## config.mk

```make
export PLATFORM = sky130hd
export DESIGN_NAME = delta_to_index_flat
export DESIGN_NICKNAME = d
export VERILOG_FILES = /design/src/rtl/delta_to_index_if.sv /design/src/rtl/delta_to_index.sv /design/src/flat_wrapper.sv
export SDC_FILE = /design/constraint.sdc
export NUM_CORES = 1
export LEC_CHECK = 0
export BUFFER_PORTS_ARGS = -buffer_cell sky130_fd_sc_hd__buf_4
export CAP_MARGIN = 5
export CELL_PAD_IN_SITES_DETAIL_PLACEMENT = 1
export CELL_PAD_IN_SITES_GLOBAL_PLACEMENT = 2
export CORE_UTILIZATION = 39
export DETAILED_ROUTE_END_ITERATION = 7
export PLACE_DENSITY = 0.78
export SLEW_MARGIN = 10
export SYNTH_ARGS = -nofsm -noshare
export SYNTH_HDL_FRONTEND = slang
export SYNTH_SLANG_ARGS = --single-unit
```

## constraint.sdc

```tcl
create_clock -name clk -period 3.52 [get_ports clk]
set_input_delay 0.176 -clock clk [delete_from_list [all_inputs] [get_ports clk]]
set_output_delay 0.176 -clock clk [all_outputs]
set_load 0.02 [all_outputs]
```

## src/rtl/delta_to_index_if.sv

```systemverilog
// Delta token stream in, absolute coordinate stream out.
// master = producer/consumer side, slave = converter side.
interface delta_to_index_if #(
    parameter int INDEX_WIDTH = 32
);
    logic                   delta_push;
    logic [1:0]             delta_type;
    logic [INDEX_WIDTH-1:0] delta_value;
    logic                   delta_stall;
    logic                   push_index;
    logic [INDEX_WIDTH-1:0] row;
    logic [INDEX_WIDTH-1:0] col;
    logic                   stall_index;

    modport master (
        output delta_push,
        output delta_type,
        output delta_value,
        output stall_index,
        input  delta_stall,
        input  push_index,
        input  row,
        input  col
    );

    modport slave (
        input  delta_push,
        input  delta_type,
        input  delta_value,
        input  stall_index,
        output delta_stall,
        output push_index,
        output row,
        output col
    );
endinterface

```

## src/rtl/delta_to_index.sv

```systemverilog
// Accumulates row/col deltas into absolute coordinates,
// buffers them in a small FIFO and flags end-of-matrix.
module delta_to_index #(
    parameter int INDEX_WIDTH     = 32,
    parameter int LOG2_FIFO_DEPTH = 2
) (
    input  logic                  clk,
    input  logic                  rst,
    input  logic                  start,
    delta_to_index_if.slave       bus,
    output logic                  done,
    output logic                  error,
    output logic [31:0]           nnz_count
);
    localparam int W     = INDEX_WIDTH;
    localparam int PW    = LOG2_FIFO_DEPTH;
    localparam int CW    = LOG2_FIFO_DEPTH + 1;
    localparam int DEPTH = 1 << LOG2_FIFO_DEPTH;
    localparam logic [CW-1:0] DEPTH_C = CW'(DEPTH);
    localparam logic [CW-1:0] MARGIN  = CW'(2);

    localparam logic [1:0] T_COL = 2'd0;
    localparam logic [1:0] T_ROW = 2'd1;
    localparam logic [1:0] T_END = 2'd2;
    localparam logic [1:0] T_RSV = 2'd3;

    typedef enum logic [1:0] {
        S_IDLE,
        S_RUN,
        S_DRAIN,
        S_DONE
    } state_t;

    state_t          state_q, state_d;
    logic [W-1:0]    row_q, row_d;
    logic [W-1:0]    col_q, col_d;
    logic            err_q, err_d;
    logic [31:0]     nnz_q, nnz_d;
    logic            stall_q, stall_d;
    logic [PW-1:0]   wptr_q, wptr_d;
    logic [PW-1:0]   rptr_q, rptr_d;
    logic [CW-1:0]   cnt_q, cnt_d;
    logic [2*W-1:0]  mem_q [DEPTH];

    logic            start_acc;
    logic            accept;
    logic            end_tok;
    logic            wr_en;
    logic            wr_ok;
    logic            pop;
    logic [W:0]      col_sum;
    logic [W:0]      row_sum;
    logic [CW-1:0]   free_d;

    // State register.
    always_ff @(posedge clk or negedge rst) begin
        if (!rst) begin
            state_q <= S_IDLE;
        end else begin
            state_q <= state_d;
        end
    end

    // Next state: END moves to drain, drain ends once the FIFO is empty.
    always_comb begin
        state_d = state_q;
        unique case (state_q)
            S_IDLE:  if (start) state_d = S_RUN;
            S_RUN:   if (end_tok) state_d = S_DRAIN;
            S_DRAIN: if (cnt_q == '0) state_d = S_DONE;
            S_DONE:  if (start) state_d = S_RUN;
            default: state_d = S_IDLE;
        endcase
    end

    // FSM outputs: start only counts when no matrix is in flight.
    always_comb begin
        start_acc = start &&
                    (state_q == S_IDLE || state_q == S_DONE);
        accept    = (state_q == S_RUN) && bus.delta_push;
        end_tok   = accept && (bus.delta_type == T_END);
        done      = (state_q == S_DONE);
    end

    // Accumulators; carry-out of either sum is sticky in error.
    always_comb begin
        col_sum = {1'b0, col_q} + {1'b0, bus.delta_value};
        row_sum = {1'b0, row_q} + {1'b0, bus.delta_value};
        row_d   = row_q;
        col_d   = col_q;
        err_d   = err_q;
        wr_en   = 1'b0;
        if (start_acc) begin
            row_d = '0;
            col_d = '0;
            err_d = 1'b0;
        end else if (accept) begin
            unique case (bus.delta_type)
                T_COL: begin
                    col_d = col_sum[W-1:0];
                    err_d = err_q | col_sum[W];
                    wr_en = 1'b1;
                end
                T_ROW: begin
                    row_d = row_sum[W-1:0];
                    col_d = '0;
                    err_d = err_q | row_sum[W];
                end
                T_END: ;
                T_RSV: err_d = 1'b1;
            endcase
        end
    end

    // FIFO bookkeeping and registered producer backpressure.
    always_comb begin
        pop    = (cnt_q != '0) && !bus.stall_index;
        wr_ok  = wr_en && ((cnt_q != DEPTH_C) || pop);
        wptr_d = wr_ok ? wptr_q + PW'(1) : wptr_q;
        rptr_d = pop ? rptr_q + PW'(1) : rptr_q;
        cnt_d  = cnt_q;
        if (wr_ok && !pop) begin
            cnt_d = cnt_q + CW'(1);
        end else if (!wr_ok && pop) begin
            cnt_d = cnt_q - CW'(1);
        end
        free_d  = DEPTH_C - cnt_d;
        stall_d = !((state_d == S_RUN) && (free_d >= MARGIN));
        nnz_d   = start_acc ? 32'd0 : nnz_q + 32'(pop);
    end

    // Control and accumulator registers.
    always_ff @(posedge clk or negedge rst) begin
        if (!rst) begin
            row_q   <= '0;
            col_q   <= '0;
            err_q   <= 1'b0;
            nnz_q   <= '0;
            stall_q <= 1'b1;
            wptr_q  <= '0;
            rptr_q  <= '0;
            cnt_q   <= '0;
        end else begin
            row_q   <= row_d;
            col_q   <= col_d;
            err_q   <= err_d;
            nnz_q   <= nnz_d;
            stall_q <= stall_d;
            wptr_q  <= wptr_d;
            rptr_q  <= rptr_d;
            cnt_q   <= cnt_d;
        end
    end

    // FIFO storage; contents are don't-care while the count says empty.
    always_ff @(posedge clk) begin
        if (wr_ok) begin
            mem_q[wptr_q] <= {row_q, col_sum[W-1:0]};
        end
    end

    assign bus.delta_stall = stall_q;
    assign bus.push_index  = pop;
    assign bus.row         = mem_q[rptr_q][2*W-1:W];
    assign bus.col         = mem_q[rptr_q][W-1:0];
    assign error           = err_q;
    assign nnz_count       = nnz_q;
endmodule

```

## src/flat_wrapper.sv

```systemverilog
// flat-port wrapper written by rule: the top's interface ports become plain ports
module delta_to_index_flat 
#(
    parameter int INDEX_WIDTH     = 32,
    parameter int LOG2_FIFO_DEPTH = 2
)
  (clk, rst, start, done, error, nnz_count, bus_delta_push, bus_delta_type, bus_delta_value, bus_stall_index, bus_delta_stall, bus_push_index, bus_row, bus_col);
  delta_to_index_if #(.INDEX_WIDTH(INDEX_WIDTH)) bus_i ();
  input  logic clk;
  input  logic rst;
  input  logic start;
  output logic done;
  output logic error;
  output logic [31:0] nnz_count;
  input wire logic [$bits(bus_i.delta_push)-1:0] bus_delta_push;
  input wire logic [$bits(bus_i.delta_type)-1:0] bus_delta_type;
  input wire logic [$bits(bus_i.delta_value)-1:0] bus_delta_value;
  input wire logic [$bits(bus_i.stall_index)-1:0] bus_stall_index;
  output wire logic [$bits(bus_i.delta_stall)-1:0] bus_delta_stall;
  output wire logic [$bits(bus_i.push_index)-1:0] bus_push_index;
  output wire logic [$bits(bus_i.row)-1:0] bus_row;
  output wire logic [$bits(bus_i.col)-1:0] bus_col;
  assign bus_i.delta_push = bus_delta_push;
  assign bus_i.delta_type = bus_delta_type;
  assign bus_i.delta_value = bus_delta_value;
  assign bus_i.stall_index = bus_stall_index;
  assign bus_delta_stall = bus_i.delta_stall;
  assign bus_push_index = bus_i.push_index;
  assign bus_row = bus_i.row;
  assign bus_col = bus_i.col;
  delta_to_index #(.INDEX_WIDTH(INDEX_WIDTH), .LOG2_FIFO_DEPTH(LOG2_FIFO_DEPTH)) u_core (.clk(clk), .rst(rst), .start(start), .bus(bus_i), .done(done), .error(error), .nnz_count(nnz_count));
endmodule
```

# After elaboration in Yosys (flattened, before gate mapping)
# Memories as Yosys holds them, arrays and structs flattened.
# Cells that the tools add are included.
# op_classes
eq_ne	8
n_addsub	8
muxes	21
n_reduce_logical	26
n_bitwise	2
n_lt_le_gt_ge	1
# op_table
operator	n
2-to-1 mux 32 bit	6
adder 32 x 32 -> 33 bit	2
case mux 32 bit (2 select lines)	1
adder 32 x 1 -> 32 bit	1
== test 2 bit (second input constant)	4
logical AND 1 bit	8
2-to-1 mux 1 bit	7
== test 2 x 1 -> 1 bit (second input constant)	3
2-to-1 mux 2 bit	3
2-to-1 mux 3 bit	2
case mux 2 bit (3 select lines)	1
AND reduction 2 bit	3
nonzero test 3 bit	2
adder 2 x 1 -> 2 bit (second input constant)	2
zero test 1 bit	4
zero test 2 bit	2
nonzero test 2 bit	2
nonzero test 4 bit	1
adder 3 x 1 -> 3 bit (second input constant)	1
>= comparator 3 x 2 -> 1 bit (second input constant)	1
zero test 3 bit	1
inequality test 3 bit (second input constant)	1
case mux 1 bit (3 select lines)	1
subtractor 3 x 1 -> 3 bit (second input constant)	1
other kinds (4)	6
# word_totals
input_bits	39
n_memories	1
ram_bits	256
wordCells	76
reg_bits	107
output_inout_bits	100
# memory_table
memory	words	width	read_ports	rd_clocked_by_memory_dff	wr	line_no	rtl
u_core.mem_q	4	64	1	0	1	delta_to_index.sv:43	logic [2*W-1:0] mem_q [DEPTH];

# Depth between registers and ports, before layout
# Gate-level depths: netlist (run 1).
# depth
ltp_word	13
ltp_mapped	15
depth_no_buf	13

# Worst setup path after synthesis (run 1)
# Ideal clock, no wire load.
# synth_timing
path_type	register -> register
startpoint	register u_core.state_q[0]
endpoint	memory u_core.mem_q[0][0] in the netlist's numbering (enable)
path_slack_ns	-0.343
arrival_time_ns	3.434
required_ns	3.091
path_stages_with_launch	9
setup_ns	0.429
cell_sequence	dfrtp_1 inv_1 ha_1 and2_1 buf_2 or4_1 buf_2 a31oi_4 and2_1
# synth_between
elab_chain_len	7
word_cells_on_any_way	11
classes_between	2 x eq/ne; 4 x mux; 5 x reduce/logical
# synth_rtl
element	line_no	rtl
start: declaration	delta_to_index.sv:34	state_t state_q, state_d;
start signal: assignment	delta_to_index.sv:60	state_q <= state_d;
== test 2 x 1 -> 1 bit (tied with other cells)	delta_to_index.sv:80	accept = (state_q == S_RUN) && bus.delta_push;
logical AND 1 bit / logical OR 1 bit (equally long branches)	delta_to_index.sv:80, delta_to_index.sv:79	
2-to-1 mux 1 bit / logical AND 1 bit (equally long branches)	delta_to_index.sv:97, delta_to_index.sv:78	
2-to-1 mux 1 bit (*)	delta_to_index.sv:93	if (start_acc) begin
logical AND 1 bit (*)	delta_to_index.sv:118	wr_ok = wr_en && ((cnt_q != DEPTH_C) || pop);
2-to-1 mux 1 bit (*)	delta_to_index.sv:157	if (wr_ok) begin
2-to-1 mux 1 bit (not written as such) (*)	delta_to_index.sv:158	mem_q[wptr_q] <= {row_q, col_sum[W-1:0]};
end: declaration	delta_to_index.sv:43	
# Every way passes the cells marked *; elsewhere a longest branch is shown, timed or not.

# Final worst setup path (run 1)
# layout_timing
startpoint	register u_core.state_q[0]
endpoint	register u_core.stall_q, in the netlist u_core.bus.delta_stall
# layout_between
elab_chain_len	13
word_cells_on_any_way	26
classes_between	1 x add/sub; 1 x order compare; 4 x eq/ne; 8 x mux; 12 x reduce/logical
# layout_rtl
element	line_no	rtl
== test 2 x 1 -> 1 bit (tied with other cells)	delta_to_index.sv:80	
logical AND 1 bit / logical OR 1 bit (equally long branches)	delta_to_index.sv:80, delta_to_index.sv:79	
2-to-1 mux 1 bit / logical AND 1 bit (equally long branches)	delta_to_index.sv:97, delta_to_index.sv:78	
2-to-1 mux 1 bit (*)	delta_to_index.sv:93	
logical AND 1 bit (*)	delta_to_index.sv:118	
zero test 1 bit	delta_to_index.sv:124	end else if (!wr_ok && pop) begin
logical AND 1 bit	delta_to_index.sv:124	
2-to-1 mux 3 bit	delta_to_index.sv:124	
2-to-1 mux 3 bit (*)	delta_to_index.sv:122	if (wr_ok && !pop) begin
net u_core.cnt_d[0]	delta_to_index.sv:42	logic [CW-1:0] cnt_q, cnt_d;
subtractor 3 bit (*)	delta_to_index.sv:127	free_d = DEPTH_C - cnt_d;
>= comparator 3 x 2 -> 1 bit (*)	delta_to_index.sv:128	stall_d = !((state_d == S_RUN) && (free_d >= MARGIN));
logical AND 1 bit (*)	delta_to_index.sv:128	
zero test 1 bit (*)	delta_to_index.sv:128	
net u_core.stall_d	delta_to_index.sv:39	logic stall_q, stall_d;
end signal: assignment	delta_to_index.sv:148	stall_q <= stall_d;
end: declaration	delta_to_index.sv:39	
# Mark *: on every way through the listed nets, which the timed path passes. The rest lies on a longest branch.
# A chain may end at the register's enable or synchronous reset.

==> Implementation_results.wiki, run 1 <==
{| class="wikitable"
! Metric !! Value
|-
| Sequential-to-total area share from yosys stat || 59.9%
|-
| Area growth from synthesis to layout || 18.9%
|-
| Nature of the critical path endpoint || flop
|-
| Instance area after placement || ~0.019 mm^2
|-
| Core region area || 0.0434 mm^2
|-
| ANT nets after route || 0
|-
| Total Wirelength || 46100 um
|-
| Final critical-path setup slack || 403 ps
|-
| Power Internal || 10.0 mW
|-
| Total nets after synthesis || 1388
|-
| Final setup violation count || 0
|-
| Area of the die || 0.0452 mm^2
|-
| Ratio of final minimum period to clock period || between 80% and 90%
|-
| Vias in the first global route || 12.2k
|-
| Leak pwr || about 8.0 nW
|-
| Largest cells by area after synthesis || edfxtp_1, dfrtp_1, mux4_2
|-
| Die extent in y || 213 um
|-
| Cell Area, Synth || between 0.015 and 0.02 mm^2
|-
| Net count, final || 1545
|-
| Post-synthesis mux area share || 8.45%
|-
| Launching element type of the critical path || flop
|-
| Input/output buffers || 138
|-
| Resized cells post-CTS || 0
|-
| Antenna cells || 0
|-
| Ratio of cells with drive above 1 in the final layout || a little over a fifth
|-
| Fraction of registers with async set or reset after synthesis || 29.5%
|-
| Xor/xnor share of the synthesized area || under 10%
|-
| Fmax || around 320 MHz
|-
| Overall overflow remaining after global route || 0
|-
| Post-synthesis compound-gate area fraction || between 10 and 15%
|-
| CTS tree || done
|-
| Area of all placed cells without fillers || 0.0206 mm^2
|-
| Count of different cell masters after synthesis || 74
|-
| Shortest clock period the worst path allows after layout || 3120 ps
|-
| Switching power share of the total || 34.1%
|-
| Detail-routed net length per standard cell || 22.6 um
|-
| Switching power || just over 5 mW
|-
| Class of the worst hold path || in2reg
|-
| Register bit count reported by yosys || 363
|-
| Ratio of routed vias to standard cells || approximately 5.5
|-
| Adder-cell share of the synthesized area || 5.95%
|-
| Status || complete, no violations
|-
| Top flip-flop cell by instance count after synthesis || edfxtp_1
|-
| Util after Layout || 47.4%
|-
| Overall via count from detail_route || 11.2k
|-
| Std-Cell Rows || 76
|-
| Deepest clock path buffer count || 3
|-
| Final-layout setup total negative slack || 0 ps
|-
| Number of max-cap violations || 0
|-
| Average instance area after synthesis || about 14 um^2
|-
| Pin count of the biggest net entering global routing || 61
|-
| Actual transition at the worst max-transition pin || 1230 ps
|-
| Proportion of netlist area held by the largest area contributor || 44.5%
|-
| Slew Limit Fails || 0
|-
| Insertion delay to the later sink of the worst-skew pair || 570 ps
|-
| Largest area contributor in the netlist || edfxtp_1
|-
| Share of power burned in the clock network || 29.4%
|-
| EDFF count, synth || 256
|-
| YS warnings || 0
|-
| Post-CTS clock slew at the launch and capture registers of the worst setup and hold paths || 60 ps
|-
| Placed wire-length estimate || 31900 um
|-
| Iteration count of the initial detailed-routing pass || 5
|-
| Sequential share of power || 36.8%
|-
| Number of antenna violations at the first check in global routing || 2
|-
| Post-Place Worst Slack || a little under 300 ps
|-
| Max-Slew Margin vs Limit || 17.8%
|-
| First DRT Iteration DRCs || 555
|-
| CTS HTree Levels || 2
|-
| I/O pin total || 139
|-
| Power density over cell area || between 700 and 800 mW/mm^2
|-
| Root buf cell || clkbuf_16
|-
| CP Data Required Time || 4030 ps
|-
| Comb power frac || 33.8%
|-
| Global router's overall resource usage || a little over a fifth
|-
| Peak fanout along the critical path || 7
|-
| Critical path class || reg2reg
|-
| Initial standard-cell utilization of the core || 39.9%
|-
| Dominant combinational cell family by area after synthesis || compound AO/OA/AOI/OAI gates
|-
| Peak supply drop || 0.321 mV
|-
| Clock tree skew after final layout || 34.3 ps
|-
| Die Width || 213 um
|-
| Global placement routability congestion || 0.833
|-
| Final Hold Slack || 26.7 ps
|-
| Unrepaired setup endpoints after global routing || false
|-
| Sink Count || 363
|-
| Worst path arrival time || 3620 ps
|-
| Simple-Gate Fraction of Synth Area || 8.48%
|-
| Wire length of the first global-routing pass || 71400 um
|-
| Hold violation count in the final report || 0
|-
| Detailed-route DRC error count || 0
|-
| Post-synthesis instance total || 1268
|-
| Number of CTS-inserted buffers || 40
|}
## final timing paths
| check | slack [ps] | cells after the start | startpoint | to |
|---|---|---|---|---|
| worst max-delay path | 400 | 13 | u_core.state_q[0]$_DFF_PN0_ | u_core.bus.delta_stall$_DFF_PN1_ |
| worst min-delay path | 30 | 3 | bus_stall_index | u_core.cnt_q[2]$_DFF_PN0_ |
| worst max register to register | 400 | 13 | u_core.state_q[0]$_DFF_PN0_ | u_core.bus.delta_stall$_DFF_PN1_ |
| worst min register to register | 510 | 1 | u_core.col_q[21]$_DFFE_PN0P_ | u_core.col_q[21]$_DFFE_PN0P_ |
| max in group asynchronous | 2470 | 3 | rst | u_core.rptr_q[1]$_DFFE_PN0N_ |
| min in group asynchronous | 190 | 2 | rst | u_core.nnz_count[25]$_DFF_PN0_ |
## power by group through the flow
stage                     registers (mW)  logic (mW)  clock network (mW)
after global placement              5.66        5.05                   0
after detailed placement            5.68        5.16                   0
final                               5.59        5.14                4.47
after floorplan                     5.44        3.51                   0
after CTS                           5.60        5.22                4.59
after global routing                5.66        5.59                4.71
## cells in the final DEF, fill, tap and decap left out, drive strengths merged, types with 15 or more instances in the layout
cell,Yosys,final
a211oi,15,15
dfrtp,106,106
a21oi,95,95
nand4,20,20
nand3,37,37
xnor2,48,48
ha,79,79
xor2,35,35
a21o,18,18
inv,32,36
edfxtp,256,256
o21ai,56,56
buf,21,161
nand2,107,107
mux4,64,64
nor2,65,65
a22o,31,31
clkbuf,28,51
## state kept, by name (all words and copies together) (netlist names), 2 cells and up
register and cells:
u_core.col_q 32, u_core.cnt_q 3, u_core.rptr_q 2, u_core.nnz_count 32
u_core.wptr_q 2, u_core.mem_q 256, u_core.row_q 32, u_core.state_q 2
## cell usage after synthesis (2+ instances only)
cell	number
a22o_1	31
o21ai_0	54
mux2i_1	2
a21oi_1	94
nor2b_1	8
nor4_1	2
fa_1	2
or4_1	3
buf_1	9
nand4b_1	2
and2_1	10
nand2_1	107
buf_2	12
nor2_1	65
o2111ai_1	3
ha_1	79
o21bai_1	9
nand3_1	37
a31oi_1	12
clkbuf_1	28
nand3b_1	2
and4_1	3
dfrtp_1	106
nand4_1	19
and3_1	11
xor2_1	35
nand2b_1	6
a41o_1	2
or3_1	7
mux4_2	64
o22ai_1	3
nor3_1	13
o21a_1	10
a211oi_2	2
inv_1	32
o31ai_1	4
xnor2_1	48
a211o_1	3
a211oi_1	13
edfxtp_1	256
a21o_1	18
o211ai_1	10
## final cells by class
class                   count  area, um^2
clock buffers              51        1080
multi-input cells         824        6630
repair buffers            164        1310
fillers                  4437       22800
flip-flops and latches    363       10400
well taps                 585         732
inverters                  32         120
clock inverters            23         315
## worst max-delay path, cell delays in order (launching register included)
cell and delay, ps:
dfrtp_1 420, inv_1 70, ha_1 340, and2_2 210
or4_1 640, a31oi_4 210, and2b_1 190, a21oi_1 60
xnor2_1 190, inv_1 100, ha_1 230, xnor2_1 200
nand3b_1 110, nand3b_1 90
## logic make-up after synthesis
kind of cell             count (synthesis)
buffers and inverters                   81
XOR/XNOR                                83
AO/OA/AOI/OAI                          290
multiplexers                            66
adder cells (fa/ha/maj)                 81
AND/OR/NAND/NOR                        304
flip-flops                             363
## metrics by stage
| step | cells | power (mW) |
|---|---|---|
| 6_report | 2042 | 15.2 |
| 4_1_cts | 2041 | 15.4 |
| 2_1_floorplan | 1268 | 8.95 |
| 3_5_place_dp | 1964 | 10.8 |
| 5_1_grt | 2042 | 16.0 |
| 3_3_place_gp | 1964 | 10.7 |
## metal layers
metal	routed length [um]	track usage (%)	vias to the layer above	part of all wire, %
met5	26	0	-	0.056
met4	1240	6.70	4	2.7
met3	2180	4.25	72	4.7
met2	22700	35.8	220	49
met1	20000	27.0	5745	43
li1	-	-	5194	-
## timing repair
| item | CTS | global route |
|---|---|---|
| endpoints found under the setup margin | 0 | 1 |
| hold endpoints to repair | 43 | 0 |
| buffers inserted | 0 | 1 |
| hold buffers | 3 | 0 |
No activity file was read; power rests on OpenSTA's default activity.
==> run 2: changes to the inputs <==
--- a/config.mk
+++ b/config.mk
@@ -9,9 +9,10 @@
 export CAP_MARGIN = 5
 export CELL_PAD_IN_SITES_DETAIL_PLACEMENT = 1
 export CELL_PAD_IN_SITES_GLOBAL_PLACEMENT = 2
-export CORE_UTILIZATION = 39
+export CORE_UTILIZATION = 40
+export CTS_BUF_LIST = sky130_fd_sc_hd__clkbuf_4
 export DETAILED_ROUTE_END_ITERATION = 7
-export PLACE_DENSITY = 0.78
+export PLACE_DENSITY = 0.8
 export SLEW_MARGIN = 10
 export SYNTH_ARGS = -nofsm -noshare
 export SYNTH_HDL_FRONTEND = slang
==> run 2 against run 1 <==
  * Critical path depth is 2 lower
  * Combinational power about the same
  * Flip-flop and latch count unchanged
  * Largest cell class unchanged
  * Critical endpoint is now u_core.error$_DFFE_PN0P_
  * Cell area increased by 1.4%
==> Implementation_results.wiki, run 2 (synthesis gave the netlist of run 1 again) <==
{| class="wikitable"
! Metric !! Value
|-
| Overall power || 14.7 mW
|-
| Placed wire-length estimate || 31300 um
|-
| Max FFs per register || ~260
|-
| Detail-routed net length per standard cell || 20.9 um
|-
| Ratio of final minimum period to clock period || a little over nine tenths
|-
| Initial standard-cell utilization of the core || around two fifths
|-
| Most common cell after layout, fill and taps aside || edfxtp_1
|-
| Actual transition at the worst max-transition pin || 811 ps
|-
| Comb power frac || 35.1%
|-
| Vias in the first global route || 12.6k
|-
| Setup slack on the worst flop-to-flop path || 130 ps
|-
| Power density over cell area || ~700 mW/mm^2
|-
| Final setup violation count || 0
|-
| Deepest clock path buffer count || 3
|-
| Unrepaired setup endpoints after global routing || true
|-
| Die Width || 210 um
|-
| Sequential share of power || between 30% and 40%
|-
| Launching element type of the critical path || flop
|-
| Ratio of cells with drive above 1 in the final layout || roughly a quarter
|-
| Number of CTS-inserted buffers || 96
|-
| Area of the die || ~0.044 mm^2
|-
| I/O pin total || 139
|-
| Leak pwr || 8.30 nW
|-
| Root buf cell || clkbuf_4
|-
| Detailed-route DRC error count || 0
|-
| Peak supply drop || 0.286 mV
|-
| Die extent in y || 210 um
|-
| Crit path largest cell delay || ~550 ps
|-
| ANT nets after route || 0
|-
| Wire length of the first global-routing pass || between 70000 and 80000 um
|-
| CP top delay family || compound AO/OA/AOI/OAI gates
|-
| Clock tree skew after final layout || 44.2 ps
|-
| Max-Slew Margin vs Limit || 45.9%
|-
| Post-Place Cells || approximately 2.0k
|-
| Net count, final || 1639
|-
| Power Internal || 9.52 mW
|-
| Slew Limit Fails || 0
|-
| Number of antenna violations at the first check in global routing || 2
|-
| Hold violation count in the final report || 0
|-
| Input/output buffers || 138
|-
| Post-CTS clock slew at the launch and capture registers of the worst setup and hold paths || ~60 ps
|-
| Critical path class || reg2reg
|-
| Most frequent cells in the layout || edfxtp_1, buf_4, clkbuf_4
|-
| Sink Count || between 300 and 400
|-
| Fmax || about 290 MHz
|-
| Largest Register || u_core.mem_q
|-
| Filler-free cell count of the finished design || 2184
|-
| Total Wirelength || 45700 um
|-
| Overall via count from detail_route || 11.8k
|-
| Global router's overall resource usage || 21.3%
|-
| Share of power burned in the clock network || 26.7%
|-
| Ratio of routed vias to standard cells || 5.39
|-
| Insertion delay to the later sink of the worst-skew pair || 810 ps
|-
| First DRT Iteration DRCs || 692
|-
| Pin count of the biggest net entering global routing || 62
|-
| Class of the worst hold path || in2reg
|-
| Worst-path cell with the longest stage delay || dlygate4sd3_1
|-
| Peak fanout along the critical path || 6
|-
| Switching power || 5.17 mW
|-
| Status || complete, no violations
|-
| CP Data Required Time || 4200 ps
|-
| Shortest clock period the worst path allows after layout || about 3400 ps
|-
| Global placement routability congestion || 0.836
|-
| Nature of the critical path endpoint || flop
|-
| Iteration count of the initial detailed-routing pass || 5
|-
| CTS tree || done
|-
| Std-Cell Rows || 75
|-
| Buf/Inv on CP || 1
|-
| Core region area || 0.0423 mm^2
|-
| Switching power share of the total || about a third
|-
| CTS HTree Levels || 3
|-
| Worst path arrival time || 4080 ps
|-
| Overall overflow remaining after global route || 0
|-
| Number of max-cap violations || 0
|-
| Area growth from synthesis to layout || 20.6%
|-
| Chain of cells forming the critical path || ha_1 -> fa_1 -> a21o_1 -> a31oi_1 -> o31a_2 -> a21oi_2 -> o41ai_4 -> o22ai_2 -> a21oi_1 -> o31ai_1 -> dlygate4sd3_1
|}
run 2: changes by cell type in the layout (fill, tap and decap cells not counted), sizes merged:
cell	change
clkbuf	+100
inv	-2
diode	+5
clkinv	+15
buf	+3
clkinvlp	-2
bufinv	-4
dlygate4sd3	+35
run 2: final timing paths:
path / startpoint / endpoint / depth (start not counted)
max: u_core.row_q[0]$_DFFE_PN0P_ / u_core.error$_DFFE_PN0P_ / 11
min: bus_delta_value[4] / u_core.row_q[4]$_DFFE_PN0P_ / 5
max reg2reg: u_core.row_q[0]$_DFFE_PN0P_ / u_core.error$_DFFE_PN0P_ / 11
min reg2reg: u_core.col_q[14]$_DFFE_PN0P_ / u_core.col_q[14]$_DFFE_PN0P_ / 1
max in group asynchronous: rst / u_core.nnz_count[12]$_DFF_PN0_ / 4
min in group asynchronous: rst / u_core.nnz_count[22]$_DFF_PN0_ / 3
run 2: through the flow:
stage                     utilization [%]  setup WS, ps  hold WS [ps]  area, um^2  TNS, ps
after floorplan                         -           351          -120       17300        0
after global placement               45.1           403           325       19100        0
after detailed placement             45.1           231           328       19100        0
after CTS                            49.2           104          1.73       20800        0
after global routing                 49.3         -19.9          46.4       20800    -19.9
final                                49.3           126          75.3       20900        0
run 2: final cells by class:
class                      instances  area, um^2
inverter                          32         120
antenna                            5        12.5
multi-input combinational        824        6640
clock inverter                    30         199
clock buffer                     151        1130
tap                              577         722
fill                            4370       21500
sequential                       363       10400
timing repair buffer             202        1650
run 2: power by group through the flow:
stage / registers, mW / logic (mW) / clock network, mW
after global routing: 5.67 / 5.61 / 4.25
final: 5.61 / 5.15 / 3.92
after floorplan: 5.44 / 3.51 / 0
after CTS: 5.62 / 5.20 / 4.07
after detailed placement: 5.71 / 5.10 / 0
after global placement: 5.68 / 5.01 / 0
run 2: worst reg2reg max path: cells and delay by family, from the launching register on:
family | cells | cell delay (ps)
adders and majority gates | 2 | 660
DFF | 1 | 440
AOI/OAI and AO/OA | 8 | 1650
buffers and inverters | 1 | 550
run 2: per-layer routing:
layer	GRT usage [%]	up-vias	part of all wire, %
li1	-	5455	-
met1	27.8	6003	44
met2	35.6	232	49
met3	4.08	77	3.8
met4	7.60	0	2.6
met5	0	-	0
run 2: timing repair:
| action | CTS | global route |
|---|---|---|
| hold endpoints to repair | 113 | 0 |
| gates resized for setup | 0 | 3 |
| endpoints found under the setup margin | 0 | 3 |
| setup buffers | 0 | 3 |
| hold buffers | 38 | 0 |
